**src/rtl/noc_pkg.sv**
```systemverilog
// Shared NoC packet definitions: field positions, node address type and the
// packed packet layout {dest, src, payload}.
package noc_pkg;

  localparam int WIDTH_PACKAGE = 33;
  localparam int DEST_MSB      = 32;
  localparam int DEST_LSB      = 29;
  localparam int SRC_MSB       = 28;
  localparam int SRC_LSB       = 25;
  localparam int PAYLOAD_W     = 25;

  typedef logic [3:0] node_addr_t;

  typedef struct packed {
    node_addr_t           dest;
    node_addr_t           src;
    logic [PAYLOAD_W-1:0] payload;
  } noc_pkt_t;

  typedef enum logic {
    T_IDLE,
    T_WAIT_ACK
  } tx_state_t;

endpackage

```
**src/rtl/noc_rx_fifo.sv**
```systemverilog
// Receive FIFO for the NoC endpoint: power-of-two depth, head word presented
// combinationally, pushes while full and pops while empty are ignored.
module noc_rx_fifo #(
  parameter int DEPTH  = 2,
  parameter int DATA_W = 29
) (
  input  logic              clk,
  input  logic              rst,
  input  logic              push,
  input  logic [DATA_W-1:0] push_data,
  input  logic              pop,
  output logic              full,
  output logic              empty,
  output logic [DATA_W-1:0] head_data
);

  localparam int AW = (DEPTH > 1) ? $clog2(DEPTH) : 1;
  localparam int CW = AW + 1;

  logic [DATA_W-1:0] mem [DEPTH];
  logic [AW-1:0]     wr_ptr_reg;
  logic [AW-1:0]     rd_ptr_reg;
  logic [CW-1:0]     count_reg;
  logic              push_ok;
  logic              pop_ok;

  assign full      = (count_reg == CW'(DEPTH));
  assign empty     = (count_reg == '0);
  assign push_ok   = push & ~full;
  assign pop_ok    = pop & ~empty;
  assign head_data = mem[rd_ptr_reg];

  always_ff @(posedge clk) begin
    if (push_ok) begin
      mem[wr_ptr_reg] <= push_data;
    end
  end

  // Pointers wrap naturally because DEPTH is a power of two.
  always_ff @(posedge clk or posedge rst) begin
    if (rst) begin
      wr_ptr_reg <= '0;
      rd_ptr_reg <= '0;
      count_reg  <= '0;
    end else begin
      if (push_ok) wr_ptr_reg <= wr_ptr_reg + AW'(1);
      if (pop_ok)  rd_ptr_reg <= rd_ptr_reg + AW'(1);
      case ({push_ok, pop_ok})
        2'b10:   count_reg <= count_reg + CW'(1);
        2'b01:   count_reg <= count_reg - CW'(1);
        default: count_reg <= count_reg;
      endcase
    end
  end

endmodule

```
**src/rtl/pe_noc_endpoint.sv**
```systemverilog
// NoC endpoint: 2-phase bundled-data TX/RX toward one router port, valid/ready
// toward the PE. Optional misroute filtering under PE_NOC_DEST_CHECK_EN.
import noc_pkg::*;

module pe_noc_endpoint #(
  parameter int         WIDTH_PACKAGE = 33,
  parameter node_addr_t NODE_LOC      = 4'b00_00,
  parameter int         RX_DEPTH      = 2
) (
  input  logic                     clk,
  input  logic                     rst,
  output logic                     tx_req,
  output logic [WIDTH_PACKAGE-1:0] tx_data,
  input  logic                     tx_ack,
  input  logic                     rx_req,
  input  logic [WIDTH_PACKAGE-1:0] rx_data,
  output logic                     rx_ack,
  input  logic                     send_valid,
  output logic                     send_ready,
  input  logic [3:0]               send_dest,
  input  logic [PAYLOAD_W-1:0]     send_payload,
  output logic                     recv_valid,
  input  logic                     recv_ready,
  output logic [3:0]               recv_src,
  output logic [PAYLOAD_W-1:0]     recv_payload,
  output logic [7:0]               misroute_count
);

  tx_state_t state_reg, state_next;
  logic      tx_ack_meta_reg, tx_ack_sync_reg;
  logic      rx_req_meta_reg, rx_req_sync_reg;
  logic      tx_req_reg, rx_ack_reg;
  noc_pkt_t  tx_data_reg;
  noc_pkt_t  tx_pkt, rx_pkt;
  logic      send_fire, rx_pending, rx_push, rx_ack_toggle;
  logic      fifo_full, fifo_empty;
  logic [SRC_MSB-SRC_LSB+PAYLOAD_W:0] head_data;

  always_ff @(posedge clk or posedge rst) begin
    if (rst) begin
      tx_ack_meta_reg <= 1'b0;
      tx_ack_sync_reg <= 1'b0;
      rx_req_meta_reg <= 1'b0;
      rx_req_sync_reg <= 1'b0;
    end else begin
      tx_ack_meta_reg <= tx_ack;
      tx_ack_sync_reg <= tx_ack_meta_reg;
      rx_req_meta_reg <= rx_req;
      rx_req_sync_reg <= rx_req_meta_reg;
    end
  end

  assign tx_pkt    = '{dest: send_dest, src: NODE_LOC, payload: send_payload};
  assign send_fire = send_valid & send_ready;

  always_comb begin
    state_next = state_reg;
    send_ready = 1'b0;
    case (state_reg)
      T_IDLE: begin
        send_ready = 1'b1;
        if (send_valid) state_next = T_WAIT_ACK;
      end
      T_WAIT_ACK: begin
        if (tx_ack_sync_reg == tx_req_reg) state_next = T_IDLE;
      end
      default: state_next = T_IDLE;
    endcase
  end

  // tx_data only loads on an accept, so it holds for the whole handshake.
  always_ff @(posedge clk or posedge rst) begin
    if (rst) begin
      state_reg   <= T_IDLE;
      tx_req_reg  <= 1'b0;
      tx_data_reg <= '0;
    end else begin
      state_reg <= state_next;
      if (send_fire) begin
        tx_req_reg  <= ~tx_req_reg;
        tx_data_reg <= tx_pkt;
      end
    end
  end

  assign tx_req     = tx_req_reg;
  assign tx_data    = tx_data_reg;
  assign rx_pkt     = rx_data;
  assign rx_pending = (rx_req_sync_reg != rx_ack_reg);

`ifdef PE_NOC_DEST_CHECK_EN
  logic       misroute;
  logic [7:0] misroute_cnt_reg;

  assign misroute      = rx_pending && (rx_pkt.dest != NODE_LOC);
  assign rx_push       = rx_pending & ~misroute & ~fifo_full;
  assign rx_ack_toggle = rx_push | misroute;

  always_ff @(posedge clk or posedge rst) begin
    if (rst) begin
      misroute_cnt_reg <= 8'd0;
    end else if (misroute && misroute_cnt_reg != 8'hFF) begin
      misroute_cnt_reg <= misroute_cnt_reg + 8'd1;
    end
  end

  assign misroute_count = misroute_cnt_reg;
`else
  logic unused_dest;

  assign unused_dest    = ^rx_pkt.dest;
  assign rx_push        = rx_pending & ~fifo_full;
  assign rx_ack_toggle  = rx_push;
  assign misroute_count = 8'd0;
`endif

  always_ff @(posedge clk or posedge rst) begin
    if (rst) begin
      rx_ack_reg <= 1'b0;
    end else if (rx_ack_toggle) begin
      rx_ack_reg <= ~rx_ack_reg;
    end
  end

  assign rx_ack = rx_ack_reg;

  noc_rx_fifo #(
    .DEPTH  (RX_DEPTH),
    .DATA_W (SRC_MSB - SRC_LSB + 1 + PAYLOAD_W)
  ) u_rx_fifo (
    .clk       (clk),
    .rst       (rst),
    .push      (rx_push),
    .push_data ({rx_pkt.src, rx_pkt.payload}),
    .pop       (recv_valid & recv_ready),
    .full      (fifo_full),
    .empty     (fifo_empty),
    .head_data (head_data)
  );

  assign recv_valid   = ~fifo_empty;
  assign recv_src     = head_data[PAYLOAD_W+3:PAYLOAD_W];
  assign recv_payload = head_data[PAYLOAD_W-1:0];

endmodule
```
**config.mk**
```make
export PLATFORM = sky130hd
export DESIGN_NAME = pe_noc_endpoint
export DESIGN_NICKNAME = d
export VERILOG_FILES = /design/src/rtl/noc_pkg.sv /design/src/rtl/noc_rx_fifo.sv /design/src/rtl/pe_noc_endpoint.sv
export SDC_FILE = /design/constraint.sdc
export NUM_CORES = 1
export LEC_CHECK = 0
export CAP_MARGIN = 20
export CORE_UTILIZATION = 40
export CTS_CLUSTER_SIZE = 16
export DETAILED_ROUTE_END_ITERATION = 10
export HOLD_SLACK_MARGIN = 0.02
export PLACE_DENSITY = 0.73
export SLEW_MARGIN = 20
export SYNTH_ARGS = -nofsm -noshare
export SYNTH_HDL_FRONTEND = slang
export SYNTH_HIERARCHICAL = 1
export SYNTH_SLANG_ARGS = --single-unit
```
**constraint.sdc**
```tcl
create_clock -name clk -period 6 [get_ports clk]
set_clock_uncertainty 0.1 [all_clocks]
set_input_delay 1.8 -clock clk [delete_from_list [all_inputs] [get_ports clk]]
set_output_delay 1.8 -clock clk [all_outputs]
set_load 0.01 [all_outputs]
```
# Word-level counts from Yosys, hierarchy flattened
# Memories as Yosys holds them, arrays and structs flattened.
# Index checks and enable logic that the tools add are counted.
# op_classes
n_reduce_logical,2
bitwise,10
addsub,4
n_eq_ne,5
muxes,7
# ops
operator,n
1-bit bitwise AND,5
1-bit 2-to-1 mux,5
1-bit inverter,5
"2-bit equality test, second input constant",2
2-bit case mux with 2 select lines,1
"1-bit adder, second input constant",2
"2-bit by 1-bit adder with 2-bit output, second input constant",1
"2-bit by 1-bit equality test with 1-bit output, second input constant",1
2-bit logical NOT,1
1-bit case mux with 2 select lines,1
2-bit nonzero test,1
"2-bit by 1-bit subtractor with 2-bit output, second input constant",1
1-bit equality test,1
1-bit != test,1
# totals
memories,1
input_bits,68
out_inout_bits,74
ram_bits,58
reg_bits,40
# mem_list
memory,depth,width,rd,rd_clocked_by_memory_dff,write_ports,line_no,source
u_rx_fifo.mem,2,29,1,0,1,noc_rx_fifo.sv:20,logic [DATA_W-1:0] mem [DEPTH];

# Logic depth before layout (Yosys ltp)
# Gate-level depths: netlist (run 1).
# depth
ltp_word,6
ltp_mapped,8
depth_no_buf,8

# By module
# Netlist (run 1), hierarchy kept.
# modules_own_cells
mod,instances,area_per_inst_um2,seq_area_each_um2,cells_each
noc_rx_fifo,1,2290.9,1841.8,109
pe_noc_endpoint,1,1552.7,900.9,92

# Worst setup path before layout (run 1)
# Ideal clock, no wire load.
# synth_path
kind,input port to flip-flop
start,in recv_ready
end,reg u_rx_fifo.count_reg[1]
path_buffers,0
path_stages,5
setup_time_ns,0.079
path_slack_ns,3.205
arrival_ns,2.616
t_required_ns,5.821
cell_sequence,nor2b_1 > nor2b_2 > ha_1 > nor2_1 > xor2_1
# synth_between
elab_chain_cells,4
word_cells_on_any_way,6
# synth_rtl
element,line_no,source
"start, declared",pe_noc_endpoint.sv:23,"input logic recv_ready,"
1-bit bitwise AND *,pe_noc_endpoint.sv:135,".pop (recv_valid & recv_ready),"
1-bit bitwise AND *,noc_rx_fifo.sv:30,assign pop_ok = pop & ~empty;
net u_rx_fifo.pop_ok,noc_rx_fifo.sv:25,logic pop_ok;
2-bit by 1-bit equality test with 1-bit output / 2-bit equality test (equally long branches),noc_rx_fifo.sv:48,"case ({push_ok, pop_ok})"
2-bit case mux with 2 select lines / 2-bit nonzero test (equally long branches),-,
"end signal, assigned",noc_rx_fifo.sv:49,2'b10: count_reg <= count_reg + CW'(1);
"end signal, assigned",noc_rx_fifo.sv:50,2'b01: count_reg <= count_reg - CW'(1);
"end signal, assigned",noc_rx_fifo.sv:51,default: count_reg <= count_reg;
"end, declared",noc_rx_fifo.sv:23,logic [CW-1:0] count_reg;
# The timed path passes the listed nets; every way through them passes the cells marked *.
# A chain may end at the register's enable or synchronous reset.

# Worst setup path after layout (run 1)
# layout_path
start,reg u_rx_fifo.rd_ptr_reg
end,out recv_payload[15]
# layout_between
elab_chain_cells,1
# layout_rtl
element,line_no,source
"start, declared",noc_rx_fifo.sv:22,logic [AW-1:0] rd_ptr_reg;
"start signal, assigned",noc_rx_fifo.sv:47,if (pop_ok) rd_ptr_reg <= rd_ptr_reg + AW'(1);
memory read 2 x 29 bit,-,
"end, declared",pe_noc_endpoint.sv:25,"output logic [PAYLOAD_W-1:0] recv_payload,"
# No other way between the ends.

==> results_dict.tcl, run 1 <==
set metrics [dict create \
    drive_above_1_share_pct 24.1 \
    dr_total_vias 2108 \
    dieWidth_um 100 \
    power.density_nw_per_um2 487 \
    grt_pass1_vias 2223 \
    place.gp.congestion 0.685 \
    timing.final.crit_share_pct 73.5 \
    clock_latency_ps 360 \
    ctsHoldBuffers 0 \
    antenna_found_initial 0 \
    dr.pass1.iters 4 \
    cts_num_sinks 98 \
    total_power_mw 2.62 \
    crit_path_end "recv_payload[15]" \
    place_area_sq_um 5170 \
    ys_types 19 \
    cp.required_ps 4100 \
    wl_per_cell_um 14.8 \
    grt_overflow 0 \
    grt_pass1_wl_um 10500 \
    setup_viol 0 \
    crit_path_end_kind "output port" \
    crit_type "register to output port" \
    core-area_sq_um 9280 \
    cts-root-buf "clkbuf_8" \
    maxSlewViolCount 0 \
    dp_hpwl_um 4580 \
    post-cts-setup-buffer-count 0 \
    stdcell_area_sq_um 5380 \
    grt_max_degree 37 \
    clk_pin_slew_ps 100 \
    yosysSeqAreaShare_pct 71.4 \
    clk_path_buf_depth 2 \
    hold_path_class "register to register" \
    rsz0062_at_grt "no" \
    hold-worst-slack_ps 257 \
    setup_ws_ps 1590 \
    dieArea_sq_um 10000 \
    cap_viol_max_count 0 \
    reg2reg_from "u_rx_fifo/count_reg[0]" \
    ios 142 \
    setup_tns_ps 0 \
    drc 0 \
    layout_min_cycle_time_ps 4410 \
    relSlewSlack_pct 35.3 \
    critPathLaunch "u_rx_fifo/rd_ptr_reg" \
    die_y_um 100 \
    ant_nets 0 \
    h-tree-depth 3 \
    cts_tree "built" \
    r2r_slack_ps 4160 \
    worst_slew_pin_slew_ps 970 \
    r2r_cells 6 \
    yosys.area.top_type_share_pct 45.3 \
    syn-cell-area_sq_um 3840 \
    synth_seq_cells 98 \
    critPathArrivalTime_ps 2510 \
    ys_top_cells_by_area "edfxtp_1 45%, dfrtp_1 26%, mux2_4 11%" \
    drtIter0Drc 34 \
    p_sw_share_pct 29.7 \
    antenna_cells 0 \
    largest_reg_flops 58 \
    row_count 35 \
    yosys_warnings 6 \
    portBuffers 125 \
    p_leak_nw 2.08 \
    post_cts_resized 0 \
    max_freq_ghz 0.227 \
    wl_um 6920 \
    seq_power_share_pct 42.7 \
    yosysTopAreaCell "edfxtp_1" \
    peakVddDrop_mv 0.264 \
    grt_use_total_pct 14.1 \
    crit_path_start_kind "register" \
    r2r_end "u_rx_fifo/mem[0][14]" \
    layout_commonest_cell "clkdlybuf4s50_1" \
    status "complete, no violations" \
    switchingPower_mw 0.776 \
    synth.avg_cell_area_sq_um 19.1 \
    combPwrFrac_pct 42.6 \
    finalNetCount 404 \
    internal-power_mw 1.84 \
    syn-instance-count 201 \
    p_clk_share_pct 14.7 \
    worstPathMaxFanout 21 \
    dp_slack_ps 1940 \
    avgViaCountPerCell 4.49 \
    syn_to_final_growth_pct 39.9 \
    cts_inserted_buffers 9 \
    start_util_pct 41.4 \
    layout_common_cells "125 x clkdlybuf4s50_1, 58 x edfxtp_1, 40 x dfrtp_1" \
    hold_viol 0 \
]
==> power by group through the flow <==
stage | combinational, mW | clock [mW] | sequential (mW)
2_1_floorplan | 0.566 | 0 | 1.14
3_3_place_gp | 1.11 | 0 | 1.12
3_5_place_dp | 1.12 | 0 | 1.13
4_1_cts | 1.12 | 0.401 | 1.12
5_1_grt | 1.19 | 0.426 | 1.15
6_report | 1.11 | 0.385 | 1.12
==> critical path, cell delays in order, from the launching register on <==
cell and delay [ps]:
dfrtp_1 990, buf_4 330, mux2_2 350, clkdlybuf4s50_1 480
==> cell type report <==
cell class | count | area [sq um]
fillers | 785 | 3910
flip-flops and latches | 98 | 2740
inverters | 5 | 18.8
repair buffers | 130 | 1310
well taps | 129 | 161
clock buffers | 10 | 138
multi-input cells | 91 | 968
clock inverters | 6 | 41.3
==> per-stage QoR <==
step	utilization (%)	instances
6_report	57.9	469
5_1_grt	57.9	469
4_1_cts	57.6	468
3_5_place_dp	55.7	452
3_3_place_gp	55.7	452
2_1_floorplan	-	212
==> kinds of logic (layout without fill, tap and decap cells) <==
logic type               after synthesis  count (layout)  share of synthesized area, %
AO/OA/AOI/OAI                          1               1                         0.228
XOR/XNOR                               8               8                          1.82
adder cells (fa/ha/maj)                1               1                         0.325
buffers and inverters                 23             151                          4.59
flip-flops                            98              98                          71.4
multiplexers                          59              59                          20.0
other                                  1              12                        0.0976
AND/OR/NAND/NOR                       10              10                          1.56
==> routing by layer <==
layer | vias to the layer above | share of wire, % | GRT usage (%)
li1 | 963 | - | -
met1 | 1031 | 43 | 17.4
met2 | 105 | 45 | 21.3
met3 | 9 | 11 | 6.41
met4 | 0 | 1.6 | 6.35
met5 | - | 0 | 0
==> synthesized netlist by cell type <==
master,n
ha_1,1
buf_4,15
nor2b_2,1
edfxtp_1,58
xnor2_1,4
inv_1,5
dfrtp_1,40
nand2b_1,1
xor2_1,4
nor2b_4,1
and3_1,1
conb_1,1
a21o_2,1
buf_8,3
nor2b_1,1
nand2_1,1
nor2_1,4
mux2_4,28
mux2_2,31
==> worst min-delay path by stage <==
stage / from / endpoint / slack (ps) / cells after the start
6_report: tx_ack_meta_reg / tx_ack_sync_reg / 260 / 0
5_1_grt: tx_ack_meta_reg / tx_ack_sync_reg / 270 / 0
4_1_cts: tx_ack_meta_reg / tx_ack_sync_reg / 260 / 0
3_5_place_dp: tx_ack_meta_reg / tx_ack_sync_reg / 240 / 0
3_3_place_gp: tx_ack_meta_reg / tx_ack_sync_reg / 230 / 0
2_1_floorplan: rx_req_meta_reg / rx_req_sync_reg / 230 / 0
Note: power is estimated with default switching activity, not from simulation.
==> inputs of run 2 (changes only) <==
Settings changed: PLACE_DENSITY 0.73 to 0.76.
Clock period 6 ns to 3.55 ns, I/O delays scaled along.
==> results_dict.tcl, run 2 (synthesis gave the netlist of run 1 again) <==
set metrics [dict create \
    clk_pin_slew_ps 90 \
    wl_um 7100 \
    cp_top_family "buffers and inverters" \
    grt_overflow 0 \
    hold_path_end "rx_req_sync_reg" \
    p_leak_nw 2.11 \
    fill_cells 739 \
    r2r_end "u_rx_fifo/mem[1][11]" \
    layout_commonest_cell "clkdlybuf4s50_1" \
    core-area_sq_um 9280 \
    worstHoldPathCells 0 \
    worst-path-buf-inv 2 \
    ctsHoldBuffers 0 \
    post-cts-setup-buffer-count 0 \
    switchingPower_mw 1.31 \
    r2r_cells 5 \
    dr.pass1.iters 3 \
    crit_type "register to output port" \
    ios 142 \
    dr_total_vias 2088 \
    drtIter0Drc 18 \
    grt_pass1_vias 2316 \
    worstPathMaxFanout 22 \
    crit_path_end_kind "output port" \
    drc 0 \
    clk_path_buf_depth 2 \
    crit_slowest_cell "dfrtp_1" \
    ant_nets 0 \
    crit_path_start_kind "register" \
    worst_slew_pin_slew_ps 635 \
    cts_inserted_buffers 9 \
    cts_tree "built" \
    clock_latency_ps 340 \
    layout_min_cycle_time_ps 3240 \
    min_from "rx_req_meta_reg" \
    p_clk_share_pct 16.7 \
    grt_pass1_wl_um 11100 \
    avgViaCountPerCell 4.44 \
    syn_to_final_growth_pct 41.2 \
    peakVddDrop_mv 0.389 \
    power.density_nw_per_um2 839 \
    grt_max_degree 37 \
    r2r_slack_ps 1390 \
    hold_path_class "register to register" \
    wl_per_cell_um 15.1 \
    dp_hpwl_um 4980 \
    portBuffers 125 \
    cts-root-buf "clkbuf_8" \
    multi_input_area_sq_um 968 \
    maxSlewViolCount 0 \
    internal-power_mw 3.25 \
    antenna_cells 0 \
    p_sw_share_pct 28.7 \
    slowest_delay_ps 650 \
    total_power_mw 4.56 \
    post_cts_resized 0 \
    seq_power_share_pct 41.2 \
    cts_num_sinks 98 \
    finalNetCount 405 \
    dieWidth_um 100 \
    drive_above_1_share_pct 24.3 \
    setup_viol 0 \
    hold_viol 0 \
    setup_tns_ps 0 \
    row_count 35 \
    start_util_pct 41.4 \
    cp.required_ps 2380 \
    relSlewSlack_pct 57.7 \
    crit_chain "buf_12 > mux2_2 > clkdlybuf4s50_1" \
    h-tree-depth 3 \
    antenna_found_initial 0 \
    place.gp.congestion 0.717 \
    layout_common_cells "125 x clkdlybuf4s50_1, 58 x edfxtp_1, 40 x dfrtp_1" \
    reg2reg_from "u_rx_fifo/count_reg[0]" \
    rsz0062_at_grt "no" \
    ff_latch_area_sq_um 2740 \
    critPathArrivalTime_ps 2080 \
    largest_reg_flops 58 \
    dieArea_sq_um 10000 \
    max_freq_ghz 0.308 \
    combPwrFrac_pct 42.1 \
    status "complete, no violations" \
    timing.final.crit_share_pct 91.3 \
    cap_viol_max_count 0 \
    grt_use_total_pct 14.7 \
    die_y_um 100 \
]
## run 2: cell count changes in the layout (fill, tap and decap cells not counted), sizes merged
cell,previous run,this run
buf,5,6
bufinv,0,2
clkinv,4,1
inv,6,7
## run 2: metal layers
metal	up-vias	part of all wire, %	track usage (%)
li1	964	-	-
met1	1012	42	17.5
met2	107	48	24.4
met3	5	9.1	5.57
met4	0	0.89	5.69
met5	-	0	0
## run 2: layout make-up
type	count	area share, %
tap	129	2.97
timing repair buffer	131	24.3
inverter	5	0.346
clock buffer	10	2.35
sequential	98	50.5
multi-input combinational	91	17.8
clock inverter	6	1.64
## run 2: worst max path at each step
stage / depth (start not counted) / slack, ps / to / from
after floorplan: 5 / 1000 / u_rx_fifo/mem[0][0] / u_rx_fifo/count_reg[0]
after global placement: 3 / 670 / recv_payload[22] / u_rx_fifo/rd_ptr_reg
after detailed placement: 3 / 650 / recv_payload[8] / u_rx_fifo/rd_ptr_reg
after CTS: 3 / 250 / recv_payload[8] / u_rx_fifo/rd_ptr_reg
after global routing: 3 / 210 / recv_payload[17] / u_rx_fifo/rd_ptr_reg
final: 3 / 310 / recv_payload[8] / u_rx_fifo/rd_ptr_reg
## run 2: metrics by stage
stage	utilization (%)	std cells	hold slack (ps)	setup slack [ps]	instance area [sq um]
2_1_floorplan	-	212	231	1000	3880
3_3_place_gp	56.1	454	233	665	5210
3_5_place_dp	56.1	454	235	651	5210
4_1_cts	58.5	470	267	251	5430
5_1_grt	58.5	470	278	206	5430
6_report	58.5	470	264	308	5430
## run 2: power by group through the flow
stage          clock (mW)  combinational (mW)  sequential, mW
2_1_floorplan           0               0.956            1.92
3_3_place_gp            0                1.92            1.88
3_5_place_dp            0                1.95            1.89
4_1_cts             0.798                1.95            1.88
5_1_grt             0.845                2.04            1.92
6_report            0.761                1.92            1.87
